`config.mk`:
```
export PLATFORM = sky130hd
export DESIGN_NAME = irq_concat_n
export DESIGN_NICKNAME = d
export VERILOG_FILES = /design/src/rtl/irq_concat_n.sv
export SDC_FILE = /design/constraint.sdc
export NUM_CORES = 1
export LEC_CHECK = 0
export BUFFER_PORTS_ARGS = -buffer_cell sky130_fd_sc_hd__buf_2
export CORE_MARGIN = 2
export CORE_UTILIZATION = 52
export CTS_BUF_LIST = sky130_fd_sc_hd__clkbuf_8 sky130_fd_sc_hd__clkbuf_16
export DETAILED_ROUTE_END_ITERATION = 7
export PLACE_DENSITY = 0.87
export SYNTH_ARGS = -nofsm -noshare
export SYNTH_HDL_FRONTEND = slang
export SYNTH_SLANG_ARGS = --single-unit
```
`constraint.sdc`:
```
create_clock -name clk -period 2.7 [get_ports clk]
set_clock_uncertainty 0.2 [all_clocks]
set_input_delay 0.135 -clock clk [delete_from_list [all_inputs] [get_ports clk]]
set_output_delay 0.135 -clock clk [all_outputs]
set_load 0.005 [all_outputs]
```
`src/rtl/irq_concat_n.sv`:
```
// irq_concat_n: synchronises CH_NUM interrupt lines, keeps level or sticky rising-edge pending
// bits, and drives a registered masked vector, aggregate and lowest-index ID. Optional: IRQ_CONCAT_OVF_EN.
module irq_concat_n #(
  parameter int                CH_NUM      = 32,
  parameter int                SYNC_STAGES = 2,
  parameter logic [CH_NUM-1:0] EDGE_MASK   = '0,
  localparam int               ID_W        = (CH_NUM > 1) ? $clog2(CH_NUM) : 1
) (
  input  logic              clk,
  input  logic              rst_n,
  input  logic [CH_NUM-1:0] irq_in,
  input  logic [CH_NUM-1:0] irq_en,
  input  logic              clr_we,
  input  logic [CH_NUM-1:0] clr_mask,
`ifdef IRQ_CONCAT_OVF_EN
  output logic [CH_NUM-1:0] irq_ovf,
`endif
  output logic [CH_NUM-1:0] irq_vec,
  output logic              irq_any,
  output logic [ID_W-1:0]   irq_id
);

  logic [CH_NUM-1:0] sync_q [SYNC_STAGES];
  logic [CH_NUM-1:0] sync_d [SYNC_STAGES];
  logic [CH_NUM-1:0] dly_q, dly_d;
  logic [CH_NUM-1:0] pend_q, pend_d;
  logic [CH_NUM-1:0] vec_q, vec_d;
  logic              any_q, any_d;
  logic [ID_W-1:0]   id_q, id_d;
  logic [CH_NUM-1:0] s_last, ev, clr_bits;
`ifdef IRQ_CONCAT_OVF_EN
  logic [CH_NUM-1:0] ovf_q, ovf_d;
`endif

  always_comb begin
    sync_d[0] = irq_in;
    for (int k = 1; k < SYNC_STAGES; k++) sync_d[k] = sync_q[k-1];
    s_last   = sync_q[SYNC_STAGES-1];
    dly_d    = s_last;
    ev       = s_last & ~dly_q;
    clr_bits = {CH_NUM{clr_we}} & clr_mask;

    // Edge channels: a new event beats a coincident clear so it is never lost.
    pend_d = (EDGE_MASK & (ev | (pend_q & ~clr_bits))) | (~EDGE_MASK & s_last);

`ifdef IRQ_CONCAT_OVF_EN
    // A clear consumes the old event, so it also wins over a fresh overflow.
    ovf_d = EDGE_MASK & ~clr_bits & (ovf_q | (ev & pend_q));
`endif

    vec_d = pend_q & irq_en;
    any_d = |vec_d;
    id_d  = '0;
    for (int i = CH_NUM - 1; i >= 0; i--) begin
      if (vec_d[i]) id_d = ID_W'(i);
    end
  end

  always_ff @(posedge clk or negedge rst_n) begin
    if (!rst_n) begin
      for (int k = 0; k < SYNC_STAGES; k++) sync_q[k] <= '0;
      dly_q  <= '0;
      pend_q <= '0;
      vec_q  <= '0;
      any_q  <= 1'b0;
      id_q   <= '0;
`ifdef IRQ_CONCAT_OVF_EN
      ovf_q  <= '0;
`endif
    end else begin
      for (int k = 0; k < SYNC_STAGES; k++) sync_q[k] <= sync_d[k];
      dly_q  <= dly_d;
      pend_q <= pend_d;
      vec_q  <= vec_d;
      any_q  <= any_d;
      id_q   <= id_d;
`ifdef IRQ_CONCAT_OVF_EN
      ovf_q  <= ovf_d;
`endif
    end
  end

  assign irq_vec = vec_q;
  assign irq_any = any_q;
  assign irq_id  = id_q;
`ifdef IRQ_CONCAT_OVF_EN
  assign irq_ovf = ovf_q;
`endif

endmodule

```
==> out/summary.txt <==
CTS buffer count = 17
PostCTS Resize Cnt = 0
worst reg-to-reg setup slack = 0.78 ns
Post-CTS Setup Inserts = 0
fin. max-slew vios = 0
worst r2r path cells = 5
Crit path arrival time = 2.10 ns
Tmin final = 1.917 ns
met1 Use GR = 29.89%
largest net degree at the start of global routing = 80
Initial Util = 54.36%
die area = 8380 µm²
Final Hold Viols = 0
DP HPWL = 5350 µm
reg2reg end = irq_id[1]$_DFF_PN0_
CTS tree = built
Diodes inserted = 0
met3 GRT Util = 7.054%
via/cell ratio = 4.815
PwrDens = 774.2 nW/µm²
Nets = 533
Total Routing Usage GR = 24.85%
I/O pins = 137
Max Root-Sink Buffers = 2
CP Max Fanout = 3
Die Ht = 91.54 µm
initial antenna violation count = 0
share of layout cells above drive strength 1 = 32.21%
Hold Startpoint = irq_in[25]
top cell type's share of synthesized area = 84.14%
Worst Hold Depth = 2
CP Capture Type = register
Pwr Total = 4560 µW
area added between synthesis and finish = 47.82%
clk slew on worst S/H paths = 0.06 ns
share of synthesized registers carrying an async set or reset = 100.0%
met2 Use GR = 41.97%
commonest non-fill, non-tap cells in the layout = 134 x dfrtp_1, 102 x buf_2, 66 x dlygate4sd3_1, 21 x nand2_1
static leakage = 0.002946 µW
IO buf count = 103
Yosys top cell by area = dfrtp_1
critical path class = register to register
number of clock sinks = 134
number of flops mapped to enable cells by yosys = 0
Critical Path Slowest Stage Cell = a2111oi_2
DRT iter0 DRCs = 204
cell count after synthesis = 243
Min-Delay Path Class = input port to register
Most Crowded Layer GR = met2
Die X = 91.54 µm
Core Area = 7331 µm²
synthesized net count = 342
startpoint types = register
RR Startpoint = pend_q[30]$_DFF_PN0_
Cell Area, Synth = 3985 µm²
Overflow after GRT = 0
via count = 2,629
post-route ant nets = 0
vias in the first global route = 2,964
# Max-Cap Violations = 0
global placer's final weighted congestion = 0.8544
DRC = 0
critical path, cell by cell = a22o_1 -> a2111oi_2 -> o21ai_1 -> a211oi_2 -> o31ai_1
synth warn = 0
fmax = 521.6 MHz
Initial DRT Pass Iterations = 4
RSZ-0062 raised after global routing = no
endpoints failing setup = 0
H-tree levels = 4
sequential fraction of the synthesis area = 84.14%
top cells by area, synth = dfrtp_1 84%, and2_1 2.4%, nand2_1 2.0%
Max-slew headroom = 68.29%
wire per inst = 16.81 µm
Routed WL = 9179 µm
first-pass GRT wire length = 15,210 µm
most common cell after layout, fill and taps aside = dfrtp_1
Synth Area per Inst = 16.40 µm²
Filler cells = 356
Root Buffer Master = clkbuf_8
period utilisation layout = 71.00%
Worst-Skew Late Latency = 0.51 ns
max incr delay on CP = 0.44 ns
peak supply drop = 0.5412 mV
synth unique cells = 33
WHS Endpoint = sync_d[25]$_DFF_PN0_
top_reg_cell synth = dfrtp_1
status = finished clean
worst endpoint required time = 2.88 ns
#FFs+latches synth = 134
Setup TNS Final = 0 ns
row count = 31
Worst Tran Pin Value = 0.4637 ns
[worst max-delay path: cells and delay by family, from the launching register on]
family / cells / cell delay (ns)
flip-flops: 1 / 0.38
AO/OA/AOI/OAI: 5 / 1.20
[logic make-up (layout without fill, tap and decap cells)]
logic type             count (synthesis)  count (layout)  synth area share [%]
AND/OR/NAND/NOR                       61              61                 8.007
buffers and inverters                 16             220                 1.507
flip-flops                           134             134                 84.14
AO/OA/AOI/OAI                         32              32                 6.342
[layout make-up]
| cell class | instances | area, µm² | area share, % |
|---|---|---|---|
| Multi-Input combinational cell | 93 | 571.8 | 9.707 |
| Clock inverter | 14 | 127.6 | 2.167 |
| Timing Repair Buffer | 172 | 1226 | 20.82 |
| Clock buffer | 18 | 427.9 | 7.264 |
| Sequential cell | 134 | 3353 | 56.92 |
| Inverter | 16 | 60.06 | 1.020 |
| Tap cell | 99 | 123.9 | 2.103 |
[per-stage QoR]
| stage | hold WS, ns | cells | cell area, µm² | setup WS, ns | util, % |
|---|---|---|---|---|---|
| 2_1_floorplan | -0.3606 | 243 | 3985 | 1.060 | - |
| 3_3_place_gp | -0.1282 | 447 | 4654 | 0.8871 | 63.49 |
| 3_5_place_dp | -0.1132 | 447 | 4654 | 0.8241 | 63.49 |
| 4_1_cts | 0.03438 | 546 | 5891 | 0.8150 | 80.36 |
| 5_1_grt | 0.03333 | 546 | 5891 | 0.6206 | 80.36 |
| 6_report | 0.05795 | 546 | 5891 | 0.7830 | 80.36 |
[flip-flops by register name, indices dropped and copies added, names as in the netlist]
signal,count
sync_d,32
irq_any,1
irq_vec,32
irq_id,5
dly_d,32
pend_q,32
[worst max path at each step]
stage / slack (ns) / from / end
6_report: 0.78 / pend_q[30]$_DFF_PN0_ / irq_id[1]$_DFF_PN0_
5_1_grt: 0.62 / pend_q[15]$_DFF_PN0_ / irq_id[1]$_DFF_PN0_
4_1_cts: 0.82 / pend_q[30]$_DFF_PN0_ / irq_id[1]$_DFF_PN0_
3_5_place_dp: 0.82 / pend_q[30]$_DFF_PN0_ / irq_id[1]$_DFF_PN0_
3_3_place_gp: 0.89 / pend_q[30]$_DFF_PN0_ / irq_id[1]$_DFF_PN0_
2_1_floorplan: 1.06 / pend_q[9]$_DFF_PN0_ / irq_id[0]$_DFF_PN0_
[where the power goes]
| part | internal [µW] | total (µW) | switching, µW | leakage [µW] |
|---|---|---|---|---|
| Clock | 1250 | 2090 | 840 | 0.000264 |
| Sequential | 2110 | 2150 | 39.3 | 0.00160 |
| Combinational | 165 | 319 | 154 | 0.00108 |
| Total | 3530 | 4560 | 1030 | 0.00295 |
[synth_stat cells, types with 2 or more instances]
cell type	count
a211oi_1	2
a211oi_2	2
a21oi_1	5
a22o_1	5
a22oi_1	4
and2_1	15
dfrtp_1	134
inv_1	16
nand2_1	21
nand3_1	5
nor2_1	9
nor3_1	2
o211ai_1	2
o21ai_0	2
[layer usage]
metal	vias to the layer above	share of wire (%)
met5	-	0
met4	0	2.4
met3	22	5.7
met2	128	54
met1	1286	38
li1	1193	-
[what timing repair did]
| action | 4_1_cts | 5_1_grt |
|---|---|---|
| endpoints found under the hold margin | 204 | 0 |
| hold buffers | 67 | 0 |
| setup endpoints to repair | 0 | 0 |
(Power assumes the default switching activity.)
